`src/rtl/sdram_arb_pkg.sv`:
```
`default_nettype none
// ============================================================================
// Module      : sdram_arb_pkg
// Description : Shared types and constants for the SDRAM request arbiter.
// Revision    : 1.0 - initial release
// ============================================================================
package sdram_arb_pkg;

    localparam int C_DEF_DATA_W = 16;
    localparam int C_DEF_ADDR_W = 24;
    localparam int C_LEN_W      = 9;

    localparam logic [9:0] C_TIMEOUT_LIMIT = 10'd1023;

    typedef logic [C_LEN_W-1:0] len_t;

    typedef enum logic [2:0] {
        S_IDLE    = 3'd0,
        S_WR_REQ  = 3'd1,
        S_WR_DATA = 3'd2,
        S_RD_REQ  = 3'd3,
        S_RD_DATA = 3'd4
    } arb_state_t;

endpackage
`default_nettype wire

```
`src/rtl/sdram_wr_fifo.sv`:
```
`default_nettype none
// ============================================================================
// Module      : sdram_wr_fifo
// Description : Synchronous show-ahead FIFO with occupancy output and a
//               checkpointed read pointer that can be rewound.
// Revision    : 1.0 - initial release
// ============================================================================
module sdram_wr_fifo #(
    parameter int DATA_W  = 16,
    parameter int FIFO_AW = 5
) (
    input  logic              clk,
    input  logic              rst,
    input  logic              i_push,
    input  logic [DATA_W-1:0] i_din,
    input  logic              i_pop,
    input  logic              i_hold,
    input  logic              i_rewind,
    output logic              o_full,
    output logic [FIFO_AW:0]  o_level,
    output logic [DATA_W-1:0] o_head
);

    localparam int c_DEPTH = 2**FIFO_AW;

    logic [DATA_W-1:0] r_mem [c_DEPTH];
    logic [FIFO_AW:0]  r_wr_ptr;
    logic [FIFO_AW:0]  r_rd_ptr;
    logic [FIFO_AW:0]  r_cmt_ptr;
    logic [FIFO_AW:0]  w_rd_nxt;
    logic              w_pop_ok;
    logic              w_push_ok;

    // While i_hold is high, popped words stay reserved so a rewind can restore them
    assign o_level   = r_wr_ptr - r_rd_ptr;
    assign o_full    = (r_wr_ptr - r_cmt_ptr) == (FIFO_AW+1)'(c_DEPTH);
    assign w_pop_ok  = i_pop && (o_level != '0);
    assign w_push_ok = i_push && (!o_full || (w_pop_ok && !i_hold));
    assign w_rd_nxt  = i_rewind ? r_cmt_ptr : r_rd_ptr + (FIFO_AW+1)'(w_pop_ok);
    assign o_head    = (o_level == '0) ? '0 : r_mem[r_rd_ptr[FIFO_AW-1:0]];

    always_ff @(posedge clk) begin
        if (w_push_ok) begin
            r_mem[r_wr_ptr[FIFO_AW-1:0]] <= i_din;
        end
    end

    always_ff @(posedge clk) begin
        if (rst) begin
            r_wr_ptr  <= '0;
            r_rd_ptr  <= '0;
            r_cmt_ptr <= '0;
        end else begin
            if (w_push_ok) begin
                r_wr_ptr <= r_wr_ptr + (FIFO_AW+1)'(1);
            end
            r_rd_ptr <= w_rd_nxt;
            if (!i_hold) begin
                r_cmt_ptr <= w_rd_nxt;
            end
        end
    end

endmodule
`default_nettype wire

```
`src/rtl/sdram_req_arbiter.sv`:
```
`default_nettype none
// ============================================================================
// Module      : sdram_req_arbiter
// Description : Buffers streaming writes into aligned bursts and arbitrates
//               them with single read commands onto the sdram_top request port.
//               Optional watchdog: define SDRAM_ARB_TIMEOUT_EN.
// Revision    : 1.0 - initial release
// ============================================================================
module sdram_req_arbiter
    import sdram_arb_pkg::*;
#(
    parameter int DATA_W    = C_DEF_DATA_W,
    parameter int ADDR_W    = C_DEF_ADDR_W,
    parameter int FIFO_AW   = 5,
    parameter int BURST_LEN = 8
) (
    input  logic              clk_50m,
    input  logic              rst,
    input  logic              wr_push,
    input  logic [DATA_W-1:0] wr_din,
    output logic              wr_full,
    output logic [FIFO_AW:0]  wr_level,
    input  logic              wr_base_load,
    input  logic [ADDR_W-1:0] wr_base,
    input  logic              wr_flush,
    input  logic              rd_req,
    input  logic [ADDR_W-1:0] rd_addr,
    input  logic [8:0]        rd_len,
    output logic              rd_ready,
    output logic [DATA_W-1:0] rd_dout,
    output logic              rd_valid,
    output logic              rd_done,
    input  logic              sdram_init_done,
    input  logic              sdram_busy,
    output logic              sdram_wr_req,
    output logic [ADDR_W-1:0] sdram_wr_addr,
    output logic [8:0]        sdwr_bytes,
    output logic [DATA_W-1:0] sdram_wr_data,
    input  logic              sdram_wr_ack,
    output logic              sdram_rd_req,
    output logic [ADDR_W-1:0] sdram_rd_addr,
    output logic [8:0]        sdrd_bytes,
    input  logic              sdram_rd_ack,
    input  logic [DATA_W-1:0] sdram_rd_data
`ifdef SDRAM_ARB_TIMEOUT_EN
    ,
    output logic              err_timeout
`endif
);

    localparam int               c_BW        = $clog2(BURST_LEN);
    localparam logic [FIFO_AW:0] c_BURST     = (FIFO_AW+1)'(BURST_LEN);
    localparam logic [FIFO_AW:0] c_NEAR_FULL = (FIFO_AW+1)'(2**FIFO_AW - BURST_LEN);

    arb_state_t        r_state;
    logic [ADDR_W-1:0] r_wr_ptr;
    logic              r_ptr_loaded;
    logic              r_flush_pend;
    logic              r_rd_pend;
    len_t              r_wr_cnt;
    len_t              r_rd_cnt;
    len_t              w_wr_cnt_nxt;
    len_t              w_rd_cnt_nxt;
    logic [FIFO_AW:0]  w_blen;
    logic [FIFO_AW:0]  w_wr_len;
    logic              w_go;
    logic              w_near_full;
    logic              w_wr_go;
    logic              w_rd_go;
    logic              w_in_wr;
    logic              w_pop;
    logic              w_hold;
    logic              w_rewind;

    assign w_in_wr      = (r_state == S_WR_REQ) || (r_state == S_WR_DATA);
    assign w_pop        = w_in_wr && sdram_wr_ack;
    assign w_wr_cnt_nxt = r_wr_cnt + len_t'(1);
    assign w_rd_cnt_nxt = r_rd_cnt + len_t'(1);

    // Burst length that stops exactly at the next BURST_LEN-aligned address
    assign w_blen      = c_BURST - (FIFO_AW+1)'(r_wr_ptr[c_BW-1:0]);
    assign w_wr_len    = (wr_level < w_blen) ? wr_level : w_blen;
    assign w_go        = sdram_init_done && !sdram_busy;
    assign w_near_full = wr_level >= c_NEAR_FULL;
    assign w_rd_go     = w_go && !w_near_full && r_rd_pend;
    assign w_wr_go     = w_go && (w_near_full || (!r_rd_pend &&
                         ((wr_level >= w_blen) || (r_flush_pend && wr_level != '0))));

`ifdef SDRAM_ARB_TIMEOUT_EN
    logic [9:0] r_wdog;
    logic       w_ack;
    logic       w_abort;

    assign w_ack    = w_in_wr ? sdram_wr_ack : sdram_rd_ack;
    assign w_abort  = (r_state != S_IDLE) && (r_wdog == C_TIMEOUT_LIMIT) && !w_ack;
    assign w_hold   = w_in_wr;
    assign w_rewind = w_abort && w_in_wr;

    always_ff @(posedge clk_50m) begin
        if (rst || r_state == S_IDLE || w_ack || w_abort) begin
            r_wdog <= '0;
        end else begin
            r_wdog <= r_wdog + 10'd1;
        end
    end
`else
    assign w_hold   = 1'b0;
    assign w_rewind = 1'b0;
`endif

    sdram_wr_fifo #(
        .DATA_W  (DATA_W),
        .FIFO_AW (FIFO_AW)
    ) u_wr_fifo (
        .clk      (clk_50m),
        .rst      (rst),
        .i_push   (wr_push),
        .i_din    (wr_din),
        .i_pop    (w_pop),
        .i_hold   (w_hold),
        .i_rewind (w_rewind),
        .o_full   (wr_full),
        .o_level  (wr_level),
        .o_head   (sdram_wr_data)
    );

    always_ff @(posedge clk_50m) begin
        if (rst) begin
            r_state       <= S_IDLE;
            r_wr_ptr      <= '0;
            r_ptr_loaded  <= 1'b0;
            r_flush_pend  <= 1'b0;
            r_rd_pend     <= 1'b0;
            r_wr_cnt      <= '0;
            r_rd_cnt      <= '0;
            rd_ready      <= 1'b1;
            rd_dout       <= '0;
            rd_valid      <= 1'b0;
            rd_done       <= 1'b0;
            sdram_wr_req  <= 1'b0;
            sdram_wr_addr <= '0;
            sdwr_bytes    <= '0;
            sdram_rd_req  <= 1'b0;
            sdram_rd_addr <= '0;
            sdrd_bytes    <= '0;
`ifdef SDRAM_ARB_TIMEOUT_EN
            err_timeout   <= 1'b0;
`endif
        end else begin
            rd_valid <= 1'b0;
            rd_done  <= 1'b0;
            if (rd_done) begin
                rd_ready <= 1'b1;
            end
            if (rd_req && rd_ready && rd_len != '0) begin
                sdram_rd_addr <= rd_addr;
                sdrd_bytes    <= rd_len;
                r_rd_pend     <= 1'b1;
                rd_ready      <= 1'b0;
            end

            case (r_state)
                S_IDLE: begin
                    if (wr_level == '0) begin
                        r_flush_pend <= 1'b0;
                    end
                    if (w_wr_go) begin
                        sdram_wr_addr <= r_wr_ptr;
                        sdwr_bytes    <= len_t'(w_wr_len);
                        sdram_wr_req  <= 1'b1;
                        r_wr_cnt      <= '0;
                        r_ptr_loaded  <= 1'b0;
                        r_state       <= S_WR_REQ;
                    end else if (w_rd_go) begin
                        sdram_rd_req <= 1'b1;
                        r_rd_cnt     <= '0;
                        r_state      <= S_RD_REQ;
                    end
                end
                S_WR_REQ, S_WR_DATA: begin
                    if (sdram_wr_ack) begin
                        sdram_wr_req <= 1'b0;
                        r_wr_cnt     <= w_wr_cnt_nxt;
                        r_state      <= S_WR_DATA;
                        if (w_wr_cnt_nxt == sdwr_bytes) begin
                            r_state <= S_IDLE;
                            // A base reload during the burst replaces the advance
                            if (!r_ptr_loaded) begin
                                r_wr_ptr <= r_wr_ptr + ADDR_W'(sdwr_bytes);
                            end
                        end
                    end
                end
                S_RD_REQ, S_RD_DATA: begin
                    if (sdram_rd_ack) begin
                        sdram_rd_req <= 1'b0;
                        rd_dout      <= sdram_rd_data;
                        rd_valid     <= 1'b1;
                        r_rd_cnt     <= w_rd_cnt_nxt;
                        r_state      <= S_RD_DATA;
                        if (w_rd_cnt_nxt == sdrd_bytes) begin
                            rd_done   <= 1'b1;
                            r_rd_pend <= 1'b0;
                            r_state   <= S_IDLE;
                        end
                    end
                end
                default: r_state <= S_IDLE;
            endcase

            if (wr_flush) begin
                r_flush_pend <= 1'b1;
            end
            if (wr_base_load) begin
                r_wr_ptr     <= wr_base;
                r_ptr_loaded <= 1'b1;
            end

`ifdef SDRAM_ARB_TIMEOUT_EN
            err_timeout <= w_abort;
            if (w_abort) begin
                r_state      <= S_IDLE;
                sdram_wr_req <= 1'b0;
                sdram_rd_req <= 1'b0;
                if (!w_in_wr) begin
                    r_rd_pend <= 1'b0;
                    rd_done   <= 1'b1;
                end
            end
`endif
        end
    end

endmodule
`default_nettype wire

```
`config.mk`:
```
export PLATFORM = sky130hd
export DESIGN_NAME = sdram_req_arbiter
export DESIGN_NICKNAME = d
export VERILOG_FILES = /design/src/rtl/sdram_arb_pkg.sv /design/src/rtl/sdram_wr_fifo.sv /design/src/rtl/sdram_req_arbiter.sv
export SDC_FILE = /design/constraint.sdc
export NUM_CORES = 1
export LEC_CHECK = 0
export ABC_CLOCK_PERIOD_IN_PS = 10700
export BUFFER_PORTS_ARGS = -buffer_cell sky130_fd_sc_hd__buf_2
export CAP_MARGIN = 20
export CORE_MARGIN = 2
export CORE_UTILIZATION = 38
export CTS_BUF_LIST = sky130_fd_sc_hd__clkbuf_4 sky130_fd_sc_hd__clkbuf_8
export CTS_CLUSTER_DIAMETER = 50
export DETAILED_ROUTE_END_ITERATION = 12
export HOLD_SLACK_MARGIN = 0.03
export PLACE_DENSITY = 0.52
export SYNTH_ARGS = -nofsm -noshare
export SYNTH_HDL_FRONTEND = slang
export SYNTH_SLANG_ARGS = --single-unit
```
`constraint.sdc`:
```
create_clock -name clk_50m -period 10.7 [get_ports clk_50m]
set_clock_uncertainty 0.2 [all_clocks]
set_input_delay 0 -clock clk_50m [delete_from_list [all_inputs] [get_ports clk_50m]]
set_output_delay 0 -clock clk_50m [all_outputs]
set_load 0.01 [all_outputs]
```
Word-level counts from Yosys, hierarchy flattened
Memories as Yosys holds them, arrays and structs flattened. A register that Yosys moved wholly into a read port is not among the register bits.
Cells that the tools add are included.
{"block": "totals", "regBits": 144, "wordCells": 136, "out_inout_bits": 110, "mem_count": 1, "inputBits": 99, "ram_bits": 512}
{"memory": "u_wr_fifo.r_mem", "words": 32, "word_bits": 16, "rd": 1, "rd_clocked_by_memory_dff": 1, "write_ports": 1, "line": "sdram_wr_fifo.sv:26", "rtl": "logic [DATA_W-1:0] r_mem [c_DEPTH];"}
{"block": "op_classes", "n_eq_ne": 14, "bitwise": 2, "reduce_logical": 45, "mux": 45, "addsub": 7, "magnitude_cmp": 3}
{"operator": "$mux W24", "count": 5}
{"operator": "$mux W9", "count": 5}
{"operator": "$pmux W9 S2", "count": 2}
{"operator": "$add A24 B6 Y24", "count": 1}
{"operator": "$mux W1", "count": 21}
{"operator": "$reduce_bool A2 Y1", "count": 10}
{"operator": "$add A9 B1 Y9 const B", "count": 2}
{"operator": "$mux W16", "count": 1}
{"operator": "$mux W3", "count": 5}
{"operator": "$ne A2 B2 Y1 const B", "count": 6}
{"operator": "$logic_and A1 B1 Y1", "count": 11}
{"operator": "$eq A9 B6 Y1", "count": 1}
{"operator": "$eq A9 B9 Y1", "count": 1}
{"operator": "$pmux W3 S3", "count": 1}
{"operator": "$reduce_bool A9 Y1", "count": 1}
{"operator": "$reduce_and A2 Y1", "count": 4}
{"operator": "$reduce_and A4 Y1", "count": 2}
{"operator": "$add A6 B1 Y6", "count": 1}
{"operator": "$add A6 B1 Y6 const B", "count": 1}
{"operator": "$eq A3 B2 Y1 const B", "count": 2}
{"operator": "$eq A6 B6 Y1 const B", "count": 1}
{"operator": "$ge A6 B5 Y1 const B", "count": 1}
{"operator": "$ge A6 B6 Y1", "count": 1}
{"operator": "$logic_not A6 Y1", "count": 1}
{"operator": "18 further kinds", "count": 29}

Depth between registers and ports, before layout
Gate-level depths: netlist (run 1).
{"block": "logic_depth", "depth_word": 10, "mapped_depth": 18, "ltp_nobuf": 14}

Hierarchy
Synthesis (run 1) repeated with hierarchy kept, for this count alone.
{"block": "unflattened", "hier_cells": 1786, "area_unflattened_um2": 27455.1}
{"mod": "sdram_wr_fifo", "area_each_um2": 21046.4, "cells_per_inst": 970, "n_inst": 1, "seq_area_each_um2": 15735.1}
{"mod": "sdram_req_arbiter", "area_each_um2": 6408.6, "cells_per_inst": 816, "n_inst": 1, "seq_area_each_um2": 2642.5}

Worst setup path before layout (run 1)
OpenSTA, ideal clock, no wires.
{"block": "synth_timing", "path_type": "register to register", "from": "reg u_wr_fifo.r_cmt_ptr[1]", "to": "mem u_wr_fifo.r_mem[29][0], enable pin", "stages_incl_launch_ff": 14, "arrival_time_ns": 3.738, "t_required_ns": 10.112, "setup_slack_ns": 6.373, "period_less_slack_ns": 4.327, "n_path_buf": 4, "setup_ns": 0.388, "path_cell_list": "dfxtp_1 clkbuf_1 clkbuf_1 clkbuf_1 inv_1 ha_1 or2_2 o221ai_1 o21ai_0 o2111ai_1 and2_1 clkbuf_1 nand2_1 nor2_1"}
{"block": "synth_between", "elab_chain_cells": 7, "elab_cells_between_ends": 9, "classes_between": "1 x add/sub; 1 x eq/ne; 2 x mux; 5 x reduce/logical"}
{"item": "start, declared", "line": "sdram_wr_fifo.sv:29", "rtl": "logic [FIFO_AW:0] r_cmt_ptr;"}
{"item": "start signal, assigned", "line": "sdram_wr_fifo.sv:59", "rtl": "r_cmt_ptr <= w_rd_nxt;"}
{"item": "$sub A6 B6 Y6 *", "line": "sdram_wr_fifo.sv:36", "rtl": "assign o_full = (r_wr_ptr - r_cmt_ptr) == (FIFO_AW+1)'(c_DEPTH);"}
{"item": "$eq A6 B6 Y1 or $reduce_bool A6 Y1 (tied branches)"}
{"item": "$logic_not A1 Y1 or $logic_and A1 B1 Y1 (tied branches)"}
{"item": "$logic_or A1 B1 Y1 *", "line": "sdram_wr_fifo.sv:38", "rtl": "assign w_push_ok = i_push && (!o_full || (w_pop_ok && !i_hold));"}
{"item": "$logic_and A1 B1 Y1 *", "line": "sdram_wr_fifo.sv:38"}
{"item": "$mux W1 *", "line": "sdram_wr_fifo.sv:43", "rtl": "if (w_push_ok) begin"}
{"item": "$mux W1 (not written as such) *", "line": "sdram_wr_fifo.sv:44", "rtl": "r_mem[r_wr_ptr[FIFO_AW-1:0]] <= i_din;"}
{"item": "end, declared", "line": "sdram_wr_fifo.sv:26"}
Every way passes the cells marked *; elsewhere a longest branch is shown, timed or not.

Worst setup path in the final report (run 1)
{"block": "layout_timing", "from": "reg u_wr_fifo.r_cmt_ptr[2]", "to": "mem u_wr_fifo.r_mem[15][13], enable pin"}
Same word-level chain as after synthesis.

==> key figures, run 1 <==
Setup path
  – Flop2flop setup slack: 5530 ps
  – R2R depth: 9
  – Slowest CP cell: dfxtp_2
  – CP cell instances: inv_1 > ha_1 > or2_2 > o221ai_1 > o21ai_0 > o2111ai_1 > nand3_1 > or2_2 > inv_1
  – CP max stage delay: 960 ps
  – Required time worst endpoint: 10,820 ps
  – WS Path Type: reg -> reg
  – Max FO, Critical Path: 37
  – Worst path depth: 9
  – Setup crit end kind: flip-flop
  – Critical path buffers and inverters: 2
  – Critical Path Start Type: flip-flop
  – Worst path top cell family by delay: simple AND/OR/NAND/NOR gates
  – Crit path DAT: 5290 ps

Worst hold path
  – Hold WC Path Type: in -> reg
  – Hold depth: 5

Cells and area
  – Share of cells above drive strength 1: 0.274
  – Nets: 2,310
  – Fillers: 5,941
  – Register area: 18,300 um^2
  – Area growth, synth to finish: 27.1%
  – Final Non-Filler Cells: 3,219
  – Multi-input gate area: 7950 um^2

CTS
  – CTS Root Cell: clkbuf_8
  – Clock sink total: 656
  – Clock slew at reported path FFs: 60 ps
  – Number of clock buffers inserted by TritonCTS: 115
  – CTS tree: built
  – H-tree lvl count: 3
  – Resize count post-CTS: 0
  – Deepest clock path buffer count: 3
  – Clk_lat worst skew: 710 ps
  – Post-CTS setup buffer count: 0

Timing
  – Final Max Slew Viols: 0
  – RSZ-0062 raised after global routing: false
  – Setup tns final: 0 ps
  – Fin crit share: 0.483
  – FMAX: 193 MHz
  – Worst-margin pin slew: 990 ps
  – Final hold viol count: 0
  – Fin crit period: 5170 ps
  – Max_slew headroom: 0.339
  – Setup Viol. Count Final: 0
  – Hold Slack: 101 ps

Die
  – Starting Density: 0.382
  – Die H: 269 um
  – Core Area: 69,700 um^2
  – Die Area: 72,100 um^2
  – Ports: 209
  – FP Rows: 97
  – Die width: 269 um

Global routing
  – Pin count of the biggest net entering global routing: 83
  – Global route total overflow: 0
  – Initial antenna violation count: 2
  – Tot GR Track Use: 0.199
  – First-pass GRT wire length: 106,000 um
  – Vias in the first global route: 17,000

Yosys
  – Yosys warnings: 0
  – Netlist cell types: 67
  – Largest family of logic cells by synthesized area: multiplexers
  – Synth Area in Adders: 0.0127
  – Mux share of post-synthesis cell area: 0.149
  – Post-synthesis sequential area ratio: 0.686
  – Largest area contributor in the netlist: edfxtp_1
  – Yosys top cell area share: 0.578
  – Number of synthesized flops with an enable pin: 512
  – Synth Flop Type: edfxtp_1
  – Post-synthesis compound-gate area fraction: 0.0428
  – Top cells by area, synth: edfxtp_1 58%, mux4_2 14%, dfxtp_1 11%
  – Simple-gate share of the synthesized area: 0.0726
  – XOR/XNOR share of the synthesized area: 0.0181
  – Cell Area, Synth: 26,600 um^2
  – Syn_area_per_cell: 16.0 um^2
  – FFs w/ async S/R, synth: 0
  – Post-Syn Instances: 1,658
  – Post-synthesis register bit count: 656

Place
  – HPWL Detailed: 42,800 um
  – GP Congestion: 0.805
  – Port bufs: 205
  – Placed insts: 2,730

Routing
  – Iteration-0 DRC Markers: 1,143
  – Post-route ant nets: 0
  – Vias per cell: 5.16
  – Max layer used: met4
  – WL met1: 30,700 um
  – Routed wl met3: 3500 um
  – # DRC: 0
  – WL met2: 35,600 um
  – Vias: 16,600
  – Routed WL per cell: 22.3 um
  – WL final: 71,700 um
  – DR pass1 iterations: 5

Power and ir drop
  – Maximum vdd drop: 160 uV
  – Clk pwr share: 0.367
  – Total power: 6.34 mW
  – P_leak: 11.6 nW
  – Seq pwr share: 0.455
  – Pint: 4.61 mW
  – Sw frac: 0.273
  – Combinational fraction of design power: 0.178
  – Net Sw Power: 1.73 mW
  – PwrDens: 187 nW/um^2

Flow run
  – Max cap viols: 0

Outcome
  – Outcome: finished clean
## registers in the layout, summed over array words and instances (netlist names), 9 cells and up
signal and cells:
u_wr_fifo.r_mem 512, r_wr_ptr 24, sdram_rd_addr 24, sdram_wr_addr 24, rd_dout 16, r_rd_cnt 9, r_wr_cnt 9, sdrd_bytes 9
## metal layers
metal	up-vias	GRT usage
li1	7478	-
met1	8495	0.260
met2	517	0.338
met3	109	0.0313
met4	0	0.0685
met5	-	0
## logic make-up (layout without fill, tap and decap cells)
family,after synthesis,in the layout
flops,656,656
simple gates,425,425
mux,196,196
compound gates,182,182
buf+inv,117,733
xor+xnor,55,55
fa+ha+maj,26,26
other cells,1,6
## path summary, 6_finish.rpt
kind | from | to
max | u_wr_fifo.r_cmt_ptr[2] | u_wr_fifo.r_mem[15][13]
min | wr_push | u_wr_fifo.r_wr_ptr[3]
max reg2reg | u_wr_fifo.r_cmt_ptr[2] | u_wr_fifo.r_mem[15][13]
min reg2reg | sdram_wr_req | sdram_wr_req
## area by class of cell
| cell class | instances | area share |
|---|---|---|
| tap | 940 | 0.0348 |
| sequential | 656 | 0.540 |
| inverter | 26 | 0.00289 |
| clock inverter | 48 | 0.0109 |
| multi-input combinational | 887 | 0.235 |
| clock buffer | 159 | 0.0579 |
| antenna | 3 | 0.000222 |
| timing repair buffer | 500 | 0.118 |
## layout by cell type (no fill, tap or decap), types with 12 or more instances in the layout
| cell type | count |
|---|---|
| a211oi_1 | 20 |
| clkbuf_4 | 37 |
| nor2_1 | 113 |
| buf_2 | 204 |
| nand3_1 | 20 |
| nor3_1 | 15 |
| clkinv_1 | 22 |
| buf_4 | 18 |
| o21ai_0 | 17 |
| ha_1 | 23 |
| dfxtp_1 | 141 |
| mux4_2 | 160 |
| dlygate4sd3_1 | 275 |
| nand2_1 | 169 |
| nor2_2 | 26 |
| inv_1 | 23 |
| mux2i_1 | 33 |
| clkinv_2 | 12 |
| xnor2_1 | 38 |
| xor2_1 | 17 |
| edfxtp_1 | 512 |
| clkbuf_8 | 122 |
| a21oi_1 | 91 |
## worst min-delay path: stages
cell	delay, ps
dlygate4sd3_1	530
buf_2	190
nand3_1	100
xor2_1	60
nor2_1	80
## synth_stat cells, types with 21 or more instances
master	count
a211oi_1	21
xnor2_1	38
mux4_2	160
a21oi_1	91
clkbuf_1	55
dfxtp_1	144
ha_1	23
nand2_1	169
nor2_1	139
buf_1	23
inv_1	23
edfxtp_1	512
mux2i_1	33
## power groups by stage
stage | Clock, mW | Sequential [mW] | Combinational [mW]
2_1_floorplan | 0 | 2.90 | 0.651
3_3_place_gp | 0 | 2.94 | 1.04
3_5_place_dp | 0 | 2.94 | 1.05
4_1_cts | 2.39 | 2.88 | 1.13
5_1_grt | 2.50 | 2.89 | 1.21
6_report | 2.32 | 2.88 | 1.13
## per-stage QoR
step / utilization / setup slack, ps / instance area, um^2
floorplan: - / 6370 / 26600
global placement: 0.411 / 5660 / 28600
detailed placement: 0.411 / 5520 / 28600
CTS: 0.484 / 5490 / 33700
global route: 0.485 / 5240 / 33800
finish: 0.485 / 5530 / 33800
## what timing repair did
item,in CTS,in global routing
endpoints found under the setup margin,0,0
hold buffers,275,0
endpoints found under the hold margin,619,0
(Power assumes the default switching activity.)
==> run 2, diff against run 1 <==
Settings changed: ABC_AREA set to 1, ABC_CLOCK_PERIOD_IN_PS 10700 to 4950.
Clock period 10.7 ns to 4.95 ns, I/O delays scaled along.
==> run 2 against run 1 <==
Via count up 31%. Clock-buffer cell count down 10. Synthesized cell count up 54%. Combinational power rose to 3.6 times the previous value. Final cell count up 29%. Global-route usage up 2.2 points. Sequential share of layout area down 1.8 points. Flip-flop and latch count unchanged. Largest power group unchanged. Highest routed layer unchanged.
==> key figures, run 2 <==
Place
  – GP Congestion: 0.889 (+10%)
  – Placed insts: 3,620 (+33%)
  – Dpl cell area: 29,500 um^2 (+3.2%)
  – HPWL Detailed: 47,600 um (+11%)
  – Port bufs: 205 (unchanged)

Yosys
  – Simple-gate share of the synthesized area: 0.146 (+0.0729)
  – Syn_area_per_cell: 10.7 um^2 (-33%)
  – Top post-synthesis cells by count: 634 x nand2_1, 512 x edfxtp_1, 290 x a21oi_1
  – Largest family of logic cells by synthesized area: simple AND/OR/NAND/NOR gates
  – Largest area contributor in the netlist: edfxtp_1
  – FFs w/ async S/R, synth: 0 (unchanged)
  – Post-synthesis register bit count: 656 (unchanged)
  – Netlist cell types: 54 (-19%)
  – Yosys top cell area share: 0.559 (-0.0193)
  – Post-Syn Instances: 2,561 (+54%)
  – Number of synthesized flops with an enable pin: 512 (unchanged)
  – Top cells by area, synth: edfxtp_1 56%, dfxtp_1 10%, nand2_1 8.6%
  – Post-synthesis compound-gate area fraction: 0.130 (+0.0871)
  – Most common cell in the netlist: nand2_1
  – Cell Area, Synth: 27,500 um^2 (+3.4%)
  – Synth Flop Type: edfxtp_1
  – Post-synthesis sequential area ratio: 0.664 (-0.0229)
  – XOR/XNOR share of the synthesized area: 0.0111 (-0.00702)
  – Mux share of post-synthesis cell area: 0 (-0.149)
  – Synth Area in Adders: 0.0119 (-0.000787)
  – Yosys warnings: 0 (unchanged)

Setup path
  – CP max stage delay: 740 ps (-220 ps)
  – WS Path Type: reg -> out
  – Setup crit end kind: output port
  – Crit path DAT: 4090 ps (-1200 ps)
  – Slowest CP cell: buf_4
  – R2R depth: 13 (+4)
  – R2R Path Start: r_wr_ptr[0]
  – Flop2flop setup slack: 880 ps (-4650 ps)
  – Critical Path Start: u_wr_fifo.r_cmt_ptr[0]
  – Critical path buffers and inverters: 2 (unchanged)
  – Critical Path Start Type: flip-flop
  – Required time worst endpoint: 4750 ps (-6070 ps)
  – CP cell instances: buf_4 > nand2_1 > nand2_1 > a21oi_1 > o311ai_0 > o21ai_0 > a21oi_1 > o21ai_0 > nor2_1 > buf_2
  – Worst path top cell family by delay: compound AO/OA/AOI/OAI gates
  – Max FO, Critical Path: 75 (+100%)
  – Worst R2R End: r_wr_ptr[10]

Die
  – Starting Density: 0.384 (+0.00244)
  – Core Area: 71,600 um^2 (+2.8%)
  – FP Rows: 98 (+1.0%)
  – Die Area: 74,600 um^2 (+3.4%)
  – Die H: 273 um (+1.7%)
  – Die width: 273 um (+1.7%)
  – Ports: 209 (unchanged)

Global routing
  – Tot GR Track Use: 0.221 (+0.0218)
  – Pin count of the biggest net entering global routing: 140 (+69%)
  – Global route total overflow: 0 (unchanged)
  – First-pass GRT wire length: 127,000 um (+20%)
  – Vias in the first global route: 21,900 (+28%)
  – Initial antenna violation count: 2 (unchanged)

Power and ir drop
  – PwrDens: 434 nW/um^2 (+130%)
  – Maximum vdd drop: 308 uV (+92%)
  – Pint: 10.1 mW (+120%)
  – Net Sw Power: 5.11 mW (+200%)
  – Combinational fraction of design power: 0.270 (+0.092)
  – Clk pwr share: 0.308 (-0.059)
  – Sw frac: 0.336 (+0.0637)
  – Seq pwr share: 0.422 (-0.033)
  – P_leak: 13.7 nW (+17%)

Cells and area
  – Final instance area: 35,000 um^2 (+3.4%)
  – Max reg flops: 512 (unchanged)
  – Area growth, synth to finish: 27.1% (about the same)
  – Nets: 3,234 (+40%)
  – Most frequent cells in the layout: 634 x nand2_1, 512 x edfxtp_1, 324 x dlygate4sd3_1, 290 x a21oi_1, 229 x nor2_1
  – Share of cells above drive strength 1: 0.151 (-0.124)
  – Most common cell after layout, fill and taps aside: nand2_1
  – Final Non-Filler Cells: 4,146 (+29%)
  – Fillers: 6,372 (+7.3%)

CTS
  – Clock slew at reported path FFs: 70 ps (about the same)
  – CTS tree: built
  – Clock sink total: 656 (unchanged)
  – Number of clock buffers inserted by TritonCTS: 111 (-3.5%)
  – Clk_lat worst skew: 710 ps (about the same)
  – H-tree lvl count: 3 (unchanged)
  – CTS Root Cell: clkbuf_8
  – Deepest clock path buffer count: 3 (unchanged)

Timing
  – Setup Viol. Count Final: 0 (unchanged)
  – Fin crit period: 4290 ps
  – RSZ-0062 raised after global routing: false
  – Fin crit share: 0.867
  – Final Max Slew Viols: 0 (unchanged)
  – Max_slew headroom: 0.256 (-0.0833)
  – Worst-margin pin slew: 1120 ps (+126 ps)
  – FMAX: 233 MHz
  – Setup tns final: 0 ps (unchanged)
  – Final hold viol count: 0 (unchanged)

Worst hold path
  – Hold Path Origin: wr_base_load
  – Hold WC Path Type: in -> reg
  – Hold depth: 3 (-2)
  – Worst Hold End: r_wr_ptr[12]

Routing
  – DR pass1 iterations: 5 (unchanged)
  – Vias: 21,800 (+31%)
  – WL final: 83,600 um (+17%)
  – Post-route ant nets: 0 (unchanged)
  – Routed WL per cell: 20.2 um (-9.5%)
  – Iteration-0 DRC Markers: 1,781 (+56%)
  – Vias per cell: 5.25 (+1.8%)
  – # DRC: 0 (unchanged)

Flow run
  – Max cap viols: 0 (unchanged)

Outcome
  – Outcome: finished clean
[run 2: cell count changes after synthesis, sizes merged, moves of 17 or more]
| cell | delta |
|---|---|
| o311ai | +17 |
| mux2i | -33 |
| mux4 | -160 |
| nor2 | +100 |
| clkbuf | +59 |
| inv | +73 |
| a21oi | +201 |
| a32o | +56 |
| xnor2 | -28 |
| nand3 | +46 |
| o21ai | +124 |
| a22oi | +46 |
| nand2 | +472 |
| a211oi | -21 |
[run 2: routing by layer]
| layer | GRT usage | vias up | routed length (um) |
|---|---|---|---|
| met5 | 0 | - | 0 |
| met4 | 0.0830 | 0 | 2950 |
| met3 | 0.0395 | 188 | 5170 |
| met2 | 0.376 | 813 | 40700 |
| met1 | 0.280 | 10600 | 34700 |
| li1 | - | 10200 | - |
[run 2: how the worst max path moves through the flow]
stage                               to  slack (ps)  cells after the start
5_1_grt               sdram_wr_data[3]         290                      9
3_3_place_gp   u_wr_fifo.r_mem[20][11]        1310                     15
6_report              sdram_wr_data[3]         660                     10
2_1_floorplan   u_wr_fifo.r_mem[31][0]         750                     17
3_5_place_dp    u_wr_fifo.r_mem[20][7]        1240                     14
4_1_cts               sdram_wr_data[3]         540                     10
[run 2: metrics by stage]
| stage | power [mW] | hold slack, ps | utilization | setup WS [ps] |
|---|---|---|---|---|
| after floorplan | 8.86 | -101 | - | 754 |
| after global placement | 10.2 | 22.1 | 0.413 | 1310 |
| after detailed placement | 10.3 | 28.6 | 0.413 | 1240 |
| after CTS | 15.2 | 99.4 | 0.487 | 535 |
| after global routing | 15.9 | 140 | 0.488 | 292 |
| final | 15.2 | 146 | 0.488 | 656 |
[run 2: power by group through the flow]
stage | sequential [mW] | combinational [mW] | clock (mW)
after CTS | 6.39 | 4.06 | 4.77
after detailed placement | 6.50 | 3.77 | 0
after floorplan | 6.47 | 2.38 | 0
after global placement | 6.49 | 3.75 | 0
after global routing | 6.42 | 4.50 | 5.00
final | 6.40 | 4.10 | 4.67
[run 2: cell families (layout without fill, tap and decap cells)]
family                   after synthesis  in the layout
AO/OA/AOI/OAI                        598            598
XOR/XNOR                              34             34
adder cells (fa/ha/maj)               25             25
buffers and inverters                256            887
flip-flops                           656            656
other                                  1              5
AND/OR/NAND/NOR                      991            991
[run 2: area by class of cell]
class                      instances  area [um^2]  area share
sequential                       656        18300       0.522
timing repair buffer             591         4790       0.137
tap                              950         1190      0.0340
multi-input combinational       1651         8230       0.235
antenna                            2         5.00    0.000143
clock inverter                    48          265     0.00759
clock buffer                     149         1840      0.0527
inverter                          99          382      0.0109
[run 2: worst register-to-register path: cells and delay by family (launching register included)]
| family | cells | cell delay (ps) |
|---|---|---|
| simple gates | 5 | 760 |
| compound gates | 3 | 760 |
| buf+inv | 3 | 1180 |
| fa+ha+maj | 2 | 610 |
| flops | 1 | 450 |
[run 2: timing repair]
item | in CTS | in global routing
resized for setup | 0 | 0
setup endpoints to repair | 0 | 0
endpoints found under the hold margin | 661 | 0
hold buffers | 324 | 0
setup buffers | 0 | 0
==> run 3, diff against run 2 <==
Settings changed: CORE_UTILIZATION 38 to 41, PLACE_DENSITY 0.52 to 0.55.
==> run 3 against run 2 <==
Sequential power shrank 0.8%. Power grew 2.6%. Core utilization rose by 4.2 points. Via count is 0.54% higher. Maximum frequency increased by 0.60%. Global-route usage increased by 1.7 points. Setup slack improved by 26 ps. Sequential share of layout area fell by 0.082 points. Largest cell class unchanged.
==> key figures, run 3 (synthesized netlist as in run 2, its figures left out) <==
Outcome
  – Outcome: finished clean

Flow run
  – Max cap viols: 0 (unchanged)

Worst hold path
  – Hold depth: 6 (+3)
  – Hold WC Path Type: in -> reg

Power and ir drop
  – PwrDens: 445 nW/um^2 (+2.5%)
  – Maximum vdd drop: 313 uV (+1.7%)
  – P_leak: 13.8 nW (+0.55%)

CTS
  – CTS Root Cell: clkbuf_8
  – Deepest clock path buffer count: 3 (unchanged)
  – CTS tree: built
  – Number of clock buffers inserted by TritonCTS: 111 (unchanged)
  – Clk_lat worst skew: 700 ps (about the same)
  – Clock sink total: 656 (unchanged)
  – H-tree lvl count: 3 (unchanged)
  – Clock slew at reported path FFs: 60 ps (about the same)
  – Resize count post-CTS: 0 (unchanged)

Timing
  – Fin crit period: 4270 ps (-25.8 ps)
  – Setup tns final: 0 ps (unchanged)
  – Max_slew headroom: 0.259 (+0.00328)
  – Worst-margin pin slew: 1110 ps (-4.92 ps)
  – FMAX: 234 MHz (+0.60%)
  – Hold Slack: 103 ps (-42.2 ps)
  – Fin crit share: 0.862 (-0.00521)
  – Setup Viol. Count Final: 0 (unchanged)
  – RSZ-0062 raised after global routing: false
  – Final hold viol count: 0 (unchanged)
  – Final Max Slew Viols: 0 (unchanged)

Cells and area
  – Area growth, synth to finish: 27.3%
  – Most common cell after layout, fill and taps aside: nand2_1
  – Max reg flops: 512 (unchanged)
  – Share of cells above drive strength 1: 0.153 (+0.00224)
  – Nets: 3,223 (-0.34%)
  – Fillers: 5,671 (-11%)
  – Most frequent cells in the layout: 634 x nand2_1, 512 x edfxtp_1, 321 x dlygate4sd3_1, 290 x a21oi_1, 229 x nor2_1
  – Final instance area: 35,000 um^2 (+0.16%)

Routing
  – Iteration-0 DRC Markers: 1,897 (+6.5%)
  – Vias per cell: 5.39 (+2.6%)
  – Routed WL per cell: 20.7 um (+2.6%)
  – WL final: 84,000 um (+0.52%)
  – Post-route ant nets: 0 (unchanged)
  – Vias: 21,900 (+0.54%)
  – DR pass1 iterations: 7 (+2)
  – # DRC: 0 (unchanged)

Setup path
  – Setup crit end kind: output port
  – Crit path DAT: 4070 ps (-20 ps)
  – Required time worst endpoint: 4750 ps (about the same)
  – CP cell instances: buf_12 > inv_6 > buf_12 > buf_4 > nand2_1 > a32o_1 > nand2_1 > o211ai_1 > a21oi_1 > buf_2
  – Critical Path Start Type: flip-flop
  – Slowest CP cell: inv_6
  – CP max stage delay: 570 ps (-170 ps)
  – WS Path Type: reg -> out
  – R2R depth: 13 (unchanged)
  – Max FO, Critical Path: 162 (+120%)

Die
  – Core Area: 66,100 um^2 (-7.7%)
  – FP Rows: 94 (-4.1%)
  – Ports: 209 (unchanged)
  – Die width: 263 um (-3.7%)
  – Die Area: 69,200 um^2 (-7.2%)
  – Starting Density: 0.416 (+0.0320)
  – Die H: 263 um (-3.7%)

Place
  – GP Congestion: 0.867 (-2.5%)
  – HPWL Detailed: 46,100 um (-3.2%)
  – Port bufs: 205 (unchanged)
  – Dpl cell area: 29,400 um^2 (-0.50%)

Global routing
  – Initial antenna violation count: 5 (+3)
  – Vias in the first global route: 22,200 (+1.4%)
  – Tot GR Track Use: 0.237 (+0.0167)
  – First-pass GRT wire length: 128,000 um (+0.58%)
  – Global route total overflow: 0 (unchanged)
  – Pin count of the biggest net entering global routing: 163 (+16%)
run 3: cell types whose count changed in the layout (fill, tap and decap cells not counted), moves of 2 or more:
cell | previous run | this run
buf_4 | 58 | 48
clkinv_2 | 12 | 20
bufinv_16 | 1 | 7
clkinv_1 | 28 | 23
clkbuf_8 | 116 | 119
diode_2 | 2 | 5
dlygate4sd3_1 | 324 | 321
clkinv_4 | 0 | 2
run 3: worst paths after layout:
path,from,to,slack (ps)
setup / recovery,u_wr_fifo.r_cmt_ptr[0],sdram_wr_data[6],680
hold / removal,sdram_wr_ack,r_wr_cnt[3],100
setup reg to reg,r_wr_ptr[0],r_wr_ptr[10],840
hold reg to reg,r_rd_cnt[6],r_rd_cnt[6],260
run 3: layout make-up:
type                            count  area [um^2]  share of cell area
Inverter                           99          382              0.0109
Clock buffer                      152         1890              0.0538
Tap cell                          864         1080              0.0309
Antenna cell                        5         12.5            0.000357
Clock inverter                     55          440              0.0126
Timing Repair Buffer              580         4720               0.135
Multi-Input combinational cell   1651         8230               0.235
Sequential cell                   656        18300               0.522
run 3: what timing repair did:
action	CTS	global route
hold buffers	321	0
setup endpoints to repair	0	0
buffers inserted	0	0
hold endpoints to repair	657	0
run 3: metal layers:
layer  GRT usage  share of wire
met1       0.297           0.41
met2       0.412           0.49
met3      0.0402          0.053
met4      0.0913          0.038
met5           0              0
run 3: metrics by stage:
step / power (mW) / setup slack [ps] / instances / utilization
after detailed placement: 10.3 / 1220 / 3526 / 0.445
after global placement: 10.2 / 1110 / 3525 / 0.445
after floorplan: 8.86 / 754 / 2563 / -
final: 15.6 / 682 / 4062 / 0.530
after global routing: 16.3 / 497 / 4062 / 0.530
after CTS: 15.6 / 649 / 4054 / 0.529
run 3: power by group:
part,total [mW],switching (mW),internal [mW]
Combinational,4.15,2.74,1.41
Sequential,6.35,0.163,6.19
Clock,5.07,2.24,2.84
run 3: critical path: cells and delay by family, from the launching register on:
kind | cells | cell delay, ps
compound gates | 3 | 740
buf+inv | 5 | 1910
flops | 1 | 350
simple gates | 2 | 170
